**src/rtl/voting_pkg.sv**
```systemverilog
// Shared types and constants for the ballot session controller.
// Imported by the decision logic and the session sequencer.
package voting_pkg;

  localparam int N_VOTERS = 4;

  typedef enum logic [1:0] {
    IDLE,
    OPEN,
    DECIDE,
    HOLD
  } state_t;

  localparam logic [2:0] RES_NONE   = 3'b000;
  localparam logic [2:0] RES_ACCEPT = 3'b001;
  localparam logic [2:0] RES_TIE    = 3'b010;
  localparam logic [2:0] RES_REJECT = 3'b100;

endpackage

```
**src/rtl/ballot_decide.sv**
```systemverilog
// Combinational reduction of a ballot vector to a one-hot decision
// and a yes count; abstentions arrive here as zeros.
module ballot_decide
  import voting_pkg::*;
(
  input  logic [N_VOTERS-1:0] ballot,
  output logic [2:0]          result,
  output logic [2:0]          yes_count
);

  always_comb begin
    yes_count = 3'd0;
    for (int i = 0; i < N_VOTERS; i++) begin
      yes_count = yes_count + {2'b00, ballot[i]};
    end
  end

  always_comb begin
    result = RES_NONE;
    unique case (1'b1)
      (yes_count <  3'd2): result = RES_REJECT;
      (yes_count == 3'd2): result = RES_TIE;
      default:             result = RES_ACCEPT;
    endcase
  end

endmodule

```
**src/rtl/voting_session_ctrl.sv**
```systemverilog
// Four-voter ballot session sequencer: opens a timed window, latches
// first ballots, decides, and holds the result until acknowledged.
module voting_session_ctrl
  import voting_pkg::*;
#(
  parameter int TIMEOUT_CYCLES = 1000,
  parameter int TW             = $clog2(TIMEOUT_CYCLES)
) (
  input  logic       clk,
  input  logic       rst_n,
  input  logic       start,
  input  logic [3:0] vote_valid,
  input  logic [3:0] vote_val,
  input  logic       ack,
  output logic       busy,
  output logic [3:0] voted,
  output logic [2:0] result,
  output logic [2:0] yes_count,
  output logic       result_valid,
  output logic       timed_out
);

  state_t        state;
  logic [3:0]    ballot;
  logic [TW-1:0] timer;
  logic [3:0]    new_v;
  logic          all_in;
  logic          tmo;
  logic [2:0]    dec_res;
  logic [2:0]    dec_cnt;

  ballot_decide u_decide (
    .ballot    (ballot),
    .result    (dec_res),
    .yes_count (dec_cnt)
  );

  // Only first-time voters can change the ballot.
  assign new_v  = vote_valid & ~voted;
  assign all_in = ((voted | vote_valid) == 4'hF);
  assign tmo    = (timer == TW'(TIMEOUT_CYCLES - 1));

  always_ff @(posedge clk or negedge rst_n) begin
    if (!rst_n) begin
      state        <= IDLE;
      ballot       <= 4'h0;
      voted        <= 4'h0;
      timer        <= '0;
      busy         <= 1'b0;
      result       <= RES_NONE;
      yes_count    <= 3'd0;
      result_valid <= 1'b0;
      timed_out    <= 1'b0;
    end else begin
      unique case (state)
        IDLE: begin
          if (start) begin
            state     <= OPEN;
            ballot    <= 4'h0;
            voted     <= 4'h0;
            timer     <= '0;
            busy      <= 1'b1;
            result    <= RES_NONE;
            yes_count <= 3'd0;
            timed_out <= 1'b0;
          end
        end
        OPEN: begin
          ballot <= (ballot & ~new_v) | (vote_val & new_v);
          voted  <= voted | vote_valid;
          timer  <= timer + TW'(1);
          if (all_in || tmo) begin
            state <= DECIDE;
          end
        end
        DECIDE: begin
          result       <= dec_res;
          yes_count    <= dec_cnt;
          timed_out    <= (voted != 4'hF);
          result_valid <= 1'b1;
          state        <= HOLD;
        end
        HOLD: begin
          if (ack) begin
            state        <= IDLE;
            result_valid <= 1'b0;
            busy         <= 1'b0;
          end
        end
        default: state <= IDLE;
      endcase
    end
  end

endmodule
```
**config.mk**
```make
export PLATFORM = sky130hd
export DESIGN_NAME = voting_session_ctrl
export DESIGN_NICKNAME = d
export VERILOG_FILES = /design/src/rtl/voting_pkg.sv /design/src/rtl/ballot_decide.sv /design/src/rtl/voting_session_ctrl.sv
export SDC_FILE = /design/constraint.sdc
export NUM_CORES = 1
export LEC_CHECK = 0
export ABC_CLOCK_PERIOD_IN_PS = 2700
export CAP_MARGIN = 0
export CORE_MARGIN = 5
export CORE_UTILIZATION = 52
export DETAILED_ROUTE_END_ITERATION = 10
export GPL_ROUTABILITY_DRIVEN = 0
export PLACE_DENSITY = 0.78
export SYNTH_ARGS = -nofsm -noshare
export SYNTH_HDL_FRONTEND = slang
export SYNTH_HIERARCHICAL = 1
export SYNTH_SLANG_ARGS = --single-unit
```
**constraint.sdc**
```tcl
create_clock -name clk -period 2.7 [get_ports clk]
set_input_delay 0.27 -clock clk [delete_from_list [all_inputs] [get_ports clk]]
set_output_delay 0.27 -clock clk [all_outputs]
set_load 0.005 [all_outputs]
```
[Word-level counts from Yosys, hierarchy flattened]
Index checks and enable logic that the tools add are counted.
Storage, ports and cells
  register bits: 29
  bits in latches: 0
  memory bits (writable): 0
  ROM bits: 0
  input bits: 12
  logic and storage cells: 61
  memories kept: 0
Cells by class
  add/sub/neg operators: 4
  multiply operators: 0
  div/mod/pow operators: 0
  order comparisons: 1
  eq/ne operators: 10
  shift operators: 0
  mux-type cells: 19
  bitwise logic cells: 7
  reductions and logical operators: 11
Operators with widths (number)
  one-hot mux 10 bit (2 select lines): 1
  one-hot mux 3 bit (2 select lines): 3
  one-hot mux 4 bit (2 select lines): 2
  AND 4 bit: 3
  adder 10 x 1 -> 10 bit, second input constant: 1
  equality test 10 bit, second input constant: 1
  two-way mux 10 bit: 1
  NOT 4 bit: 2
  bitwise OR 4 bit: 2
  one-hot mux 2 bit (4 select lines): 1
  nonzero test 2 bit: 4
  adder 3 x 1 -> 3 bit: 2
  two-way mux 2 bit: 3
  != test 2 bit, second input constant: 3
  one-hot mux 1 bit (2 select lines): 3
  AND reduction 2 bit: 3
  AND reduction 3 bit: 2
  equality test 2 bit, second input constant: 2
  equality test 4 bit, second input constant: 1
  two-way mux 4 bit: 1
  != test 4 bit, second input constant: 1
  equality test 3 x 2 -> 1 bit, second input constant: 1
  < comparator 3 x 2 -> 1 bit, second input constant: 1
  two-way mux 1 bit: 3
  5 further kinds: 5

[Depth between registers and ports, before layout]
Gate-level depths: netlist of the first run.
  depth after elaboration: 6
  depth in mapped cells: 7
  depth with buffers taken out: 6

[Cells and area by module]
The synthesis of the first run kept the hierarchy.
By module, submodules not included
  voting_session_ctrl: times used 1, cells an instance 142, area each 1411.4 um^2, seq. area each 725.7 um^2
  ballot_decide: times used 1, cells an instance 11, area each 80.1 um^2, seq. area each 0.0 um^2

[Worst setup path before layout of the first run]
OpenSTA, ideal clock, no wires.
  path type: register to register
  start: reg ballot[0]
  end: reg result[1]
  library setup time: 0.121 ns
  arrival: 1.748 ns
  path slack: 0.831 ns
  stages on the path, launching flop included: 7
  path buffers: 0
  clock period less this slack: 1.869 ns
  cells stage by stage: dfrtp_1 > fa_1 > ha_1 > inv_1 > ha_1 > and3_1 > a22o_1
Between the ends
  longest elaborated chain between the ends: 6
  elaborated cells on any way between the ends: 7
  classes of those cells: 3 x add/sub; 1 x order compare; 1 x eq/ne; 2 x mux
Ends and longest elaborated chain
  start: declaration: RTL line voting_session_ctrl.sv:24  | logic [3:0] ballot;
  start signal: assignment: RTL line voting_session_ctrl.sv:69  | ballot <= (ballot & ~new_v) | (vote_val & new_v);
  adder 1 x 1 -> 2 bit (*): RTL line ballot_decide.sv:14  | yes_count = yes_count + {2'b00, ballot[i]};
  adder 3 x 1 -> 3 bit (*) (2 in series): RTL line ballot_decide.sv:14
  net dec_cnt[1]: RTL line voting_session_ctrl.sv:30  | logic [2:0] dec_cnt;
  < comparator 3 x 2 -> 1 bit or equality test 3 x 2 -> 1 bit (tied branches): RTL line ballot_decide.sv:21, ballot_decide.sv:22
  one-hot mux 3 bit (2 select lines) (*): RTL line ballot_decide.sv:20  | unique case (1'b1)
  net dec_res[1]: RTL line voting_session_ctrl.sv:29  | logic [2:0] dec_res;
  one-hot mux 3 bit (2 select lines) (*): RTL line voting_session_ctrl.sv:55  | unique case (state)
  end signal: assignment: RTL line voting_session_ctrl.sv:77  | result <= dec_res;
  end: declaration: RTL line voting_session_ctrl.sv:17  | output logic [2:0] result,
Mark *: on every way through the listed nets, which the timed path passes. The rest lies on a longest branch.
A chain may end at the register's enable or synchronous reset.

[Final worst setup path of the first run]
Same ends and word-level chain as after synthesis.

==> summary.md, run 1 <==
| Metric | Value |
|---|---|
| Wire length of the first global-routing pass | `5.57 mm` |
| Non-filler cells in the finished layout | `214` |
| Overall power of the completed layout | `0.00182 W` |
| Number of cell instances on the worst register-to-register path | `6` |
| Area fraction of the dominant cell type after synthesis | `48.7%` |
| Syn_nets | `173` |
| Total negative slack for setup checks | `0 ns` |
| Final worst path period need | `1.95 ns` |
| Number of core rows | `19` |
| TritonCTS clock tree | `built` |
| Sort of element at the end of the critical path | `flop` |
| Cell area after placement | `1760 µm²` |
| Final max-slew violation count | `0` |
| Post-Synthesis Cell Area | `1490 µm²` |
| Launch point of the worst reg-to-reg path | `ballot[0]$_DFFE_PN0P_` |
| Critical R2R Capture | `result[1]$_DFFE_PN0P_` |
| Number of levels the H-tree was split into | `2` |
| Synth cell types | `31` |
| Hold Buf Count CTS | `0` |
| Die ar. | `4040 µm²` |
| Post-synthesis register bit count | `29` |
| Number of antenna violations at the first check in global routing | `0` |
| Final hold slack | `0.321 ns` |
| Tightest Pin Transition | `0.509 ns` |
| Placed Cells incl. Taps | `206` |
| Buffer count from post-CTS setup fixing | `0` |
| Total Wirelength | `3.22 mm` |
| Detail Placement HPWL | `2.44 mm` |
| Mean instance size in the synthesized netlist | `9.75 µm²` |
| Leakage power summed over all cells | `0.793 nW` |
| Clock root buffer | `sky130_fd_sc_hd__clkbuf_4` |
| # clock sinks | `29` |
| Global router's overall resource usage | `17.1%` |
| Clock transition time at the flip-flop clock pins of the worst setup and hold paths | `0.10 ns` |
| Final worst path period share | `72.1%` |
| Unrepaired setup endpoints after global routing | `false` |
| Area contributors post-synth | `sky130_fd_sc_hd__dfrtp_1 (49%), sky130_fd_sc_hd__ha_1 (5.9%), sky130_fd_sc_hd__a22o_1 (4.7%)` |
| Maximum number of pins on one net before global-route repair | `30` |
| Ratio of total power to cell area | `1000 nW/µm²` |
| Clock tree skew after final layout | `0.0108 ns` |
| Count of unresolved DRC violations after routing | `0` |
| Startpoint class of the critical path | `flop` |
| Count of inserted antenna diode cells | `0` |
| Number of input and output port buffers inserted | `24` |
| Final Hold Vio Count | `0` |
| Clock buffers created by TritonCTS | `5` |
| Sequential fraction of the synthesis area | `48.7%` |
| Area of the core | `2760 µm²` |
| Max VDD drop | `0.600 mV` |
| Final-report setup violation count | `0` |
| Yosys synthesis warning count | `6` |
| Die width | `63.6 µm` |
| Category of the most critical setup path | `flop to flop` |
| Area grow syn2layout | `21.7%` |
| Relative max-transition margin | `65.8%` |
| Status | `complete, no violations` |
| CTS Buffer Depth | `2` |
| Post-route antenna net violation count | `0` |
| Crit path max fanout | `3` |
| Number of gates resized after cts | `0` |
| GRT overflow | `0` |
| Maximum clock frequency | `514 MHz` |
| Final instance area | `1820 µm²` |
| Vertical die dimension | `63.6 µm` |
| First-iteration detailed-routing DRC count | `58` |
| Final-stage net count | `202` |
| Worst Hold Class | `primary input to async pin` |
| Synthesized netlist cell count | `153` |
| Post-DR wirelength/cell | `15.0 µm` |
| CP Data Required Time | `2.92 ns` |
| Top cell type by total area after synthesis | `sky130_fd_sc_hd__dfrtp_1` |
| Starting density of the core | `54.1%` |
| Number of global-route vias before repair | `1200` |
| TritonRoute pass-1 iters | `4` |
| Total number of vias | `1246` |
| Number of max-capacitance violations reported | `0` |
| Latest clock arrival within the worst-skew pair | `0.33 ns` |
| Average vias per placed instance | `5.82` |
| Register-to-register path setup slack | `0.75 ns` |
| Ports | `25` |
| Arrival time worst endpoint | `2.16 ns` |
| Fraction of final layout cells sized beyond drive strength 1 | `7.10%` |
area by class of cell:
type / instances / area, µm²
clock buffers: 6 / 41.3
clock inverters: 2 / 10.0
fillers: 209 / 942
inverters: 10 / 37.5
multi-input cells: 110 / 707
flip-flops and latches: 29 / 726
well taps: 31 / 38.8
repair buffers: 26 / 255
registers in the layout, indices dropped and copies added, names as in the netlist:
| signal | flops |
|---|---|
| result_valid | 1 |
| ballot | 4 |
| timer | 10 |
| result | 3 |
| timed_out | 1 |
| yes_count | 3 |
| busy | 1 |
| voted | 4 |
| state | 2 |
stage by stage:
step | worst slack [ns] | util [%]
after CTS | 0.756 | 65.8
after detailed placement | 0.769 | 64.0
after floorplan | 0.831 | -
after global routing | 0.606 | 65.8
final | 0.753 | 65.8
after global placement | 0.796 | 64.0
critical path, cell delays in order, from the launching register on:
cell and delay (ns):
sky130_fd_sc_hd__dfrtp_1 0.42, sky130_fd_sc_hd__fa_1 0.54, sky130_fd_sc_hd__ha_1 0.19, sky130_fd_sc_hd__inv_1 0.06, sky130_fd_sc_hd__ha_1 0.31, sky130_fd_sc_hd__and3_1 0.15
sky130_fd_sc_hd__a22o_1 0.18
how the worst max path moves through the flow:
stage                               start               endpoint  slack, ns  cells after the start
floorplan           ballot[0]$_DFFE_PN0P_  result[1]$_DFFE_PN0P_       0.83                      6
global placement    ballot[0]$_DFFE_PN0P_  result[1]$_DFFE_PN0P_       0.80                      6
detailed placement  ballot[0]$_DFFE_PN0P_  result[1]$_DFFE_PN0P_       0.77                      6
CTS                 ballot[0]$_DFFE_PN0P_  result[1]$_DFFE_PN0P_       0.76                      6
global route         state[0]$_DFFE_PN0P_   timer[8]$_DFFE_PN0P_       0.61                      7
finish              ballot[0]$_DFFE_PN0P_  result[1]$_DFFE_PN0P_       0.75                      6
power breakdown:
| part | internal (W) | switching [W] |
|---|---|---|
| Combinational | 0.000412 | 0.000455 |
| Clock | 0.0000990 | 0.000150 |
| Sequential | 0.000573 | 0.000128 |
| Total | 0.00108 | 0.000733 |
logic make-up (layout without fill, tap and decap cells):
kind of cell,count (synthesis),in the layout,share of synthesized area [%]
simple gates,55,55,17.5
compound gates,37,37,15.9
fa+ha+maj,8,8,7.21
xor+xnor,3,3,1.76
buf+inv,14,44,3.94
flops,29,29,48.7
mux,7,7,5.12
routing by layer:
metal | vias to the layer above | track usage, % | part of all wire, %
met5 | - | 0 | 0
met2 | 43 | 28.0 | 50
met4 | 0 | 3.64 | 0.50
met1 | 604 | 21.4 | 43
li1 | 595 | - | -
met3 | 4 | 6.39 | 6.1
layout by cell type, fill, tap and decap left out:
cell type and count:
sky130_fd_sc_hd__xnor2_1 3, sky130_fd_sc_hd__clkbuf_1 1, sky130_fd_sc_hd__o21ai_1 1, sky130_fd_sc_hd__nand2_1 16, sky130_fd_sc_hd__buf_4 2, sky130_fd_sc_hd__and3_1 1
sky130_fd_sc_hd__clkdlybuf4s50_1 24, sky130_fd_sc_hd__a22o_1 8, sky130_fd_sc_hd__mux2_2 2, sky130_fd_sc_hd__mux2i_1 4, sky130_fd_sc_hd__nor3_1 4, sky130_fd_sc_hd__ha_1 7
sky130_fd_sc_hd__nor2_1 15, sky130_fd_sc_hd__clkbuf_4 5, sky130_fd_sc_hd__a31oi_1 5, sky130_fd_sc_hd__nand4_1 3, sky130_fd_sc_hd__a21oi_1 7, sky130_fd_sc_hd__dfrtp_1 29
sky130_fd_sc_hd__nand4b_1 1, sky130_fd_sc_hd__clkinv_2 2, sky130_fd_sc_hd__o22ai_1 3, sky130_fd_sc_hd__nand2b_1 1, sky130_fd_sc_hd__inv_1 10, sky130_fd_sc_hd__mux2i_2 1
sky130_fd_sc_hd__nand3_1 3, sky130_fd_sc_hd__fa_1 1, sky130_fd_sc_hd__nor2b_1 8, sky130_fd_sc_hd__nor4_1 2, sky130_fd_sc_hd__and2_1 1, sky130_fd_sc_hd__o21ai_0 11
sky130_fd_sc_hd__o221a_2 1, sky130_fd_sc_hd__a32o_1 1
cell usage after synthesis:
cell type,n
sky130_fd_sc_hd__dfrtp_1,29
sky130_fd_sc_hd__o21ai_1,1
sky130_fd_sc_hd__a31oi_1,5
sky130_fd_sc_hd__nor2b_1,8
sky130_fd_sc_hd__nand3_1,3
sky130_fd_sc_hd__buf_4,1
sky130_fd_sc_hd__o22ai_1,3
sky130_fd_sc_hd__mux2_2,2
sky130_fd_sc_hd__clkbuf_1,1
sky130_fd_sc_hd__nand2b_1,1
sky130_fd_sc_hd__a32o_1,1
sky130_fd_sc_hd__nor3_1,4
sky130_fd_sc_hd__buf_2,1
sky130_fd_sc_hd__ha_1,7
sky130_fd_sc_hd__xnor2_1,3
sky130_fd_sc_hd__inv_1,10
sky130_fd_sc_hd__nand2_1,16
sky130_fd_sc_hd__and2_1,1
sky130_fd_sc_hd__nand4_1,3
sky130_fd_sc_hd__nor2_1,15
sky130_fd_sc_hd__a22o_1,8
sky130_fd_sc_hd__mux2i_2,1
sky130_fd_sc_hd__o21ai_0,11
sky130_fd_sc_hd__nor4_1,2
sky130_fd_sc_hd__fa_1,1
sky130_fd_sc_hd__a21oi_1,7
sky130_fd_sc_hd__nand4b_1,1
sky130_fd_sc_hd__clkbuf_2,1
sky130_fd_sc_hd__o221a_2,1
sky130_fd_sc_hd__mux2i_1,4
sky130_fd_sc_hd__and3_1,1
Power figures use the tool's default switching activity.
==> run 2: changes to the inputs <==
--- a/config.mk
+++ b/config.mk
@@ -5,13 +5,13 @@
 export SDC_FILE = /design/constraint.sdc
 export NUM_CORES = 1
 export LEC_CHECK = 0
-export ABC_CLOCK_PERIOD_IN_PS = 2700
+export ABC_CLOCK_PERIOD_IN_PS = 1550
 export CAP_MARGIN = 0
 export CORE_MARGIN = 5
-export CORE_UTILIZATION = 52
+export CORE_UTILIZATION = 47
 export DETAILED_ROUTE_END_ITERATION = 10
 export GPL_ROUTABILITY_DRIVEN = 0
-export PLACE_DENSITY = 0.78
+export PLACE_DENSITY = 0.75
 export SYNTH_ARGS = -nofsm -noshare
 export SYNTH_HDL_FRONTEND = slang
 export SYNTH_HIERARCHICAL = 1
==> constraint.sdc (replaced) <==
create_clock -name clk -period 1.55 [get_ports clk]
set_input_delay 0.155 -clock clk [delete_from_list [all_inputs] [get_ports clk]]
set_output_delay 0.155 -clock clk [all_outputs]
set_load 0.005 [all_outputs]
==> run 2 against run 1 <==
Compared with the run above: core utilization up 13 points; cell area up 33%; hold slack worse by 0.13 ns; combinational power rose to 3.4 times the previous value; non-clock buffer count grew 37; sequential cell count did not move; worst setup slack worse by 1.0 ns; the flow now finishes with violations (negative setup slack); global-route usage grew 2.4 points; critical path type unchanged.
==> summary.md, run 2 (synthesis gave the netlist of run 1 again) <==
| Metric | Value |
|---|---|
| Total of fill cells in the finished design | `195 (-6.7%)` |
| Most common library cell in the layout ignoring fill and taps | `sky130_fd_sc_hd__dfrtp_1` |
| Clock share of power | `11.3% (-2.4 points)` |
| Area of the core | `3050 µm² (+11%)` |
| TritonCTS clock tree | `built` |
| Power share of the sequential group | `25.9% (-13 points)` |
| Count of inserted antenna diode cells | `0 (unchanged)` |
| Launch point of the worst reg-to-reg path | `ballot[3]$_DFFE_PN0P_` |
| Count of unresolved DRC violations after routing | `0 (unchanged)` |
| Startpoint of the most critical setup path | `ballot[3]$_DFFE_PN0P_` |
| Wire length of the first global-routing pass | `6.49 mm (+16%)` |
| Clock tree skew after final layout | `0.0177 ns (+0.00690 ns)` |
| Sort of element at the end of the critical path | `flop` |
| Clock buffers created by TritonCTS | `5 (unchanged)` |
| End-of-flow core utilization | `79.1% (+13 points)` |
| Startpoint class of the critical path | `flop` |
| Psw | `0.00183 W (+150%)` |
| Final worst path period share | `119% (+47 points)` |
| Area grow syn2layout | `61.8%` |
| Maximum clock frequency | `542 MHz (+5.5%)` |
| Detail Placement HPWL | `2.91 mm (+20%)` |
| Crit path max fanout | `3 (unchanged)` |
| Number of max-capacitance violations reported | `0 (unchanged)` |
| Vertical die dimension | `66.3 µm (+4.4%)` |
| Overall power of the completed layout | `0.00471 W (+160%)` |
| Final worst path period need | `1.85 ns (-0.101 ns)` |
| Worst Hold Class | `primary input to async pin` |
| TritonRoute pass-1 iters | `4 (unchanged)` |
| Max VDD drop | `0.853 mV (+42%)` |
| Post-DR wirelength/cell | `17.1 µm (+14%)` |
| Portion of total power attributed to combinational logic | `62.8% (+15 points)` |
| Unrepaired setup endpoints after global routing | `true` |
| Final-stage net count | `240 (+19%)` |
| Number of antenna violations at the first check in global routing | `0 (unchanged)` |
| First-iteration detailed-routing DRC count | `99 (+71%)` |
| Least setup slack across all paths after layout | `-0.296 ns (-1.05 ns)` |
| Max FFs per register | `10 (unchanged)` |
| Most flop-heavy register | `timer` |
| Category of the most critical setup path | `flop to flop` |
| Latest clock arrival within the worst-skew pair | `0.33 ns (about the same)` |
| Final max-slew violation count | `0 (unchanged)` |
| CP Data Required Time | `1.77 ns (-1.15 ns)` |
| Leakage power summed over all cells | `1.07 nW (+35%)` |
| Total Wirelength | `4.54 mm (+41%)` |
| Die width | `66.3 µm (+4.4%)` |
| Number of core rows | `20 (+1)` |
| CTS Buffer Depth | `2 (unchanged)` |
| Number of global-route vias before repair | `1460 (+22%)` |
| Setup Slack @ Placement | `-0.277 ns (-1.05 ns)` |
| Relative max-transition margin | `75.8% (+9.9 points)` |
| Top library cells by usage in the layout, fill and taps aside | `sky130_fd_sc_hd__dfrtp_1 (29), sky130_fd_sc_hd__buf_4 (28), sky130_fd_sc_hd__clkdlybuf4s50_1 (24), sky130_fd_sc_hd__nand2_1 (14), sky130_fd_sc_hd__nor2_1 (11)` |
| Global router's overall resource usage | `19.5% (+2.4 points)` |
| Tightest Pin Transition | `0.364 ns (-0.146 ns)` |
| # clock sinks | `29 (unchanged)` |
| Ports | `25 (unchanged)` |
| Number of levels the H-tree was split into | `2 (unchanged)` |
| Starting density of the core | `48.9% (-5.2 points)` |
| Post-route antenna net violation count | `0 (unchanged)` |
| Internal power | `0.00288 W (+170%)` |
| Die ar. | `4400 µm² (+8.9%)` |
| Maximum number of pins on one net before global-route repair | `30 (unchanged)` |
| Clock transition time at the flip-flop clock pins of the worst setup and hold paths | `0.10 ns (about the same)` |
| Total number of vias | `1497 (+20%)` |
| Ratio of total power to cell area | `1950 nW/µm² (+95%)` |
| Hold Buf Count CTS | `0 (unchanged)` |
| Arrival time worst endpoint | `2.07 ns (-0.09 ns)` |
| Registers with the most flip-flops | `timer x10, ballot x4, voted x4` |
| Clock root buffer | `sky130_fd_sc_hd__clkbuf_4` |
| GRT overflow | `0 (unchanged)` |
| Failing checks | `negative setup slack` |
| Fraction of power spent switching nets | `38.8% (-1.5 points)` |
| Status | `finished, violations left` |
| Number of input and output port buffers inserted | `24 (unchanged)` |
| Final-report setup violation count | `12 (+12)` |
| Average vias per placed instance | `5.65 (-3.0%)` |
| Fraction of final layout cells sized beyond drive strength 1 | `36.2% (+29 points)` |
| Final Hold Vio Count | `0 (unchanged)` |
## run 2: changes by cell type in the layout (fill, tap and decap cells not counted), sizes merged
cell | previous run | this run
clkinv | 2 | 1
clkbuf | 6 | 7
mux2 | 2 | 3
buf | 2 | 39
## run 2: metrics by stage
stage / hold WS [ns] / setup TNS (ns) / area, µm² / instances
after global routing: 0.215 / -2.28 / 2410 / 265
final: 0.190 / -1.15 / 2410 / 265
after CTS: 0.199 / -0.852 / 2190 / 259
after detailed placement: 0.494 / -2.26 / 2050 / 249
after global placement: 0.489 / -1.14 / 2050 / 249
after floorplan: -0.141 / -0.550 / 1530 / 153
## run 2: worst max-delay path, cell delays in order (launching register included)
cell and delay [ns]:
sky130_fd_sc_hd__dfrtp_1 0.42, sky130_fd_sc_hd__fa_1 0.59, sky130_fd_sc_hd__ha_4 0.15, sky130_fd_sc_hd__inv_2 0.04, sky130_fd_sc_hd__ha_4 0.27, sky130_fd_sc_hd__a31oi_1 0.08
sky130_fd_sc_hd__a22o_1 0.19
## run 2: path summary, 6_finish.rpt
check                           slack, ns  cells after the start                  endpoint
worst max-delay path                -0.30                      6     result[0]$_DFFE_PN0P_
worst min-delay path                 0.19                      2     ballot[2]$_DFFE_PN0P_
worst max register to register      -0.30                      6     result[0]$_DFFE_PN0P_
worst min register to register       0.51                      1  yes_count[2]$_DFFE_PN0P_
max in group asynchronous            1.07                      2      state[1]$_DFFE_PN0P_
min in group clk                     0.49                      3     ballot[1]$_DFFE_PN0P_
## run 2: power by group through the flow
stage          combinational, W  sequential, W  clock [W]
3_3_place_gp            0.00199        0.00118          0
2_1_floorplan           0.00105        0.00120          0
6_report                0.00296        0.00122   0.000534
4_1_cts                 0.00232        0.00119   0.000539
5_1_grt                 0.00317        0.00125   0.000578
3_5_place_dp            0.00211        0.00120          0
## run 2: repair_timing
item | CTS | global route
cloned | 0 | 1
buffers inserted | 2 | 6
pin swaps | 3 | 18
endpoints found under the setup margin | 27 | 27
resized for setup | 16 | 42
## run 2: area by class of cell
cell class | instances | area, µm² | share of cell area [%]
clock buffers | 7 | 65.1 | 2.70
multi-input cells | 111 | 935 | 38.7
clock inverters | 1 | 5.00 | 0.207
flip-flops and latches | 29 | 726 | 30.1
repair buffers | 63 | 591 | 24.5
well taps | 44 | 55.1 | 2.28
inverters | 10 | 37.5 | 1.56
## run 2: layer usage
metal	global-route usage, %	wire length [µm]	vias up
met5	0	0	-
met3	4.76	223	9
met2	37.2	2530	69
met1	20.4	1710	735
met4	6.85	73	0
li1	-	-	684
==> run 3: changes to the inputs <==
--- a/config.mk
+++ b/config.mk
@@ -12,6 +12,7 @@
 export DETAILED_ROUTE_END_ITERATION = 10
 export GPL_ROUTABILITY_DRIVEN = 0
 export PLACE_DENSITY = 0.75
+export REMOVE_ABC_BUFFERS = 1
 export SYNTH_ARGS = -nofsm -noshare
 export SYNTH_HDL_FRONTEND = slang
 export SYNTH_HIERARCHICAL = 1
==> run 3 against run 2 <==
Compared with the run above: cell area shrank 0.26%; via count fell by 2.8%; fmax is 1.1% higher; register-to-register slack improved by 0.02 ns; total power shrank 0.86%; sequential cell count stayed put; core utilization is 0.20 points lower; the flow still finishes with violations (negative setup slack); sequential power about the same; cell count fell by 1.1%; critical endpoint is now result[1]$_DFFE_PN0P_; critical path type unchanged; first-iteration DRC count shrank 26%.
==> summary.md, run 3 (synthesis gave the netlist of run 1 again) <==
| Metric | Value |
|---|---|
| Latest clock arrival within the worst-skew pair | `0.35 ns (+0.02 ns)` |
| Ports | `25 (unchanged)` |
| Ratio of total power to cell area | `1940 nW/µm² (-0.60%)` |
| First-iteration detailed-routing DRC count | `73 (-26%)` |
| Final instance area | `2410 µm² (-0.26%)` |
| Relative max-transition margin | `75.8% (about the same)` |
| Die width | `66.3 µm (unchanged)` |
| Post-route antenna net violation count | `0 (unchanged)` |
| Internal power | `0.00279 W (-3.3%)` |
| Clock share of power | `10.6% (-0.7 points)` |
| Final max-slew violation count | `0 (unchanged)` |
| Final-stage net count | `238 (-0.83%)` |
| TritonRoute pass-1 iters | `4 (unchanged)` |
| GRT overflow | `0 (unchanged)` |
| Worst Hold Class | `primary input to async pin` |
| Detail Placement HPWL | `2.66 mm (-8.8%)` |
| Final worst path period share | `118% (-1.3 points)` |
| Sort of element at the end of the critical path | `flop` |
| Total number of vias | `1455 (-2.8%)` |
| Tightest Pin Transition | `0.355 ns (-0.00822 ns)` |
| Cell area after placement | `1980 µm² (-3.1%)` |
| Final worst path period need | `1.83 ns (-0.0198 ns)` |
| Area of the core | `3050 µm² (unchanged)` |
| Vertical die dimension | `66.3 µm (unchanged)` |
| Failing checks | `negative setup slack` |
| Max VDD drop | `1.33 mV (+56%)` |
| Max FFs per register | `10 (unchanged)` |
| Status | `finished, violations left` |
| Final Hold Vio Count | `0 (unchanged)` |
| Die ar. | `4400 µm² (unchanged)` |
| TritonCTS clock tree | `built` |
| Fraction of power spent switching nets | `40.4% (+1.5 points)` |
| Total of fill cells in the finished design | `184 (-5.6%)` |
| Arrival time worst endpoint | `2.07 ns (about the same)` |
| Number of antenna violations at the first check in global routing | `0 (unchanged)` |
| Post-DR wirelength/cell | `17.5 µm (+2.2%)` |
| Number of max-capacitance violations reported | `0 (unchanged)` |
| Average vias per placed instance | `5.55 (-1.7%)` |
| Top library cells by usage in the layout, fill and taps aside | `sky130_fd_sc_hd__dfrtp_1 (28), sky130_fd_sc_hd__buf_4 (26), sky130_fd_sc_hd__clkdlybuf4s50_1 (23), sky130_fd_sc_hd__nand2_1 (11), sky130_fd_sc_hd__buf_6 (9)` |
| Crit path max fanout | `3 (unchanged)` |
| Number of global-route vias before repair | `1453 (-0.48%)` |
| Portion of total power attributed to combinational logic | `64.0% (+1.2 points)` |
| CTS Buffer Depth | `2 (unchanged)` |
| Clock transition time at the flip-flop clock pins of the worst setup and hold paths | `0.10 ns (about the same)` |
| Clock tree skew after final layout | `0.0213 ns (+0.00356 ns)` |
| Psw | `0.00189 W (+3.0%)` |
| Unrepaired setup endpoints after global routing | `true` |
| Least setup slack across all paths after layout | `-0.276 ns (+0.0198 ns)` |
| CP Data Required Time | `1.79 ns (+0.02 ns)` |
| Power share of the sequential group | `25.4% (-0.5 points)` |
| Total Wirelength | `4.58 mm (+1.0%)` |
| Clock root buffer | `sky130_fd_sc_hd__clkbuf_4` |
| Count of inserted antenna diode cells | `0 (unchanged)` |
| Count of unresolved DRC violations after routing | `0 (unchanged)` |
| Global router's overall resource usage | `20.0% (+0.49 points)` |
| Most common library cell in the layout ignoring fill and taps | `sky130_fd_sc_hd__dfrtp_1` |
| Registers with the most flip-flops | `timer x10, ballot x4, voted x4` |
| Clock buffers created by TritonCTS | `5 (unchanged)` |
| Fraction of final layout cells sized beyond drive strength 1 | `39.9% (+3.7 points)` |
| Number of levels the H-tree was split into | `2 (unchanged)` |
| Hold Buf Count CTS | `0 (unchanged)` |
| Maximum clock frequency | `548 MHz (+1.1%)` |
| Maximum number of pins on one net before global-route repair | `30 (unchanged)` |
| Startpoint class of the critical path | `flop` |
| # clock sinks | `29 (unchanged)` |
| Final-report setup violation count | `23 (+11)` |
| Starting density of the core | `48.9% (unchanged)` |
| Most flop-heavy register | `timer` |
| Leakage power summed over all cells | `1.04 nW (-2.9%)` |
| Number of input and output port buffers inserted | `24 (unchanged)` |
| Final hold slack | `0.180 ns (-0.00973 ns)` |
| Area grow syn2layout | `61.4%` |
| Number of core rows | `20 (unchanged)` |
| Wire length of the first global-routing pass | `6.64 mm (+2.3%)` |
| Category of the most critical setup path | `flop to flop` |
## run 3: cell type report
class	count	area [µm²]	area share [%]
Clock buffer	7	55.1	2.29
Inverter	10	37.5	1.56
Multi-Input combinational cell	111	968	40.2
Sequential cell	29	727	30.2
Tap cell	44	55.1	2.29
Timing Repair Buffer	61	564	23.4
## run 3: timing repair
item,CTS,global route
pin swaps,11,17
setup endpoints to repair,24,26
gates cloned,2,0
buffers inserted,3,4
gates resized for setup,25,50
## run 3: per-layer routing
metal | vias up | global-route usage (%) | part of all wire, %
met1 | 715 | 23.4 | 40
li1 | 673 | - | -
met3 | 14 | 7.14 | 5.4
met4 | 0 | 9.14 | 3.1
met5 | - | 0 | 0
met2 | 53 | 32.6 | 52
## run 3: through the flow
| step | TNS, ns | std cells | total power, W | utilization [%] | setup WS [ns] |
|---|---|---|---|---|---|
| floorplan | -3.81 | 149 | 0.00214 | - | -0.319 |
| global placement | -2.58 | 246 | 0.00304 | 65.0 | -0.352 |
| detailed placement | -3.32 | 246 | 0.00313 | 65.0 | -0.414 |
| CTS | -1.04 | 258 | 0.00393 | 71.1 | -0.274 |
| global route | -3.31 | 262 | 0.00497 | 78.9 | -0.337 |
| finish | -1.91 | 262 | 0.00467 | 78.9 | -0.276 |
## run 3: worst paths after layout
| kind | startpoint | end | depth (start not counted) | slack, ns |
|---|---|---|---|---|
| min in group clk | ack | result_valid$_DFFE_PN0P_ | 2 | 0.47 |
| hold reg to reg | result[2]$_DFFE_PN0P_ | result[2]$_DFFE_PN0P_ | 1 | 0.51 |
| setup reg to reg | ballot[0]$_DFFE_PN0P_ | result[1]$_DFFE_PN0P_ | 6 | -0.28 |
| setup / recovery | ballot[0]$_DFFE_PN0P_ | result[1]$_DFFE_PN0P_ | 6 | -0.28 |
| max in group asynchronous | rst_n | state[1]$_DFFE_PN0P_ | 2 | 1.06 |
| hold / removal | rst_n | voted[0]$_DFFE_PN0P_ | 2 | 0.18 |
## run 3: power by group through the flow
| stage | Combinational (W) | Sequential, W | Clock [W] |
|---|---|---|---|
| after global routing | 0.00321 | 0.00122 | 0.000528 |
| after global placement | 0.00189 | 0.00116 | 0 |
| after detailed placement | 0.00196 | 0.00118 | 0 |
| after floorplan | 0.000942 | 0.00120 | 0 |
| final | 0.00299 | 0.00119 | 0.000493 |
| after CTS | 0.00227 | 0.00117 | 0.000488 |
## run 3: worst max-delay path, stage by stage (launching register included)
cell,delay [ns]
sky130_fd_sc_hd__dfrtp_1,0.41
sky130_fd_sc_hd__fa_1,0.60
sky130_fd_sc_hd__ha_4,0.15
sky130_fd_sc_hd__inv_2,0.04
sky130_fd_sc_hd__ha_4,0.21
sky130_fd_sc_hd__and3_4,0.14
sky130_fd_sc_hd__a22o_1,0.17
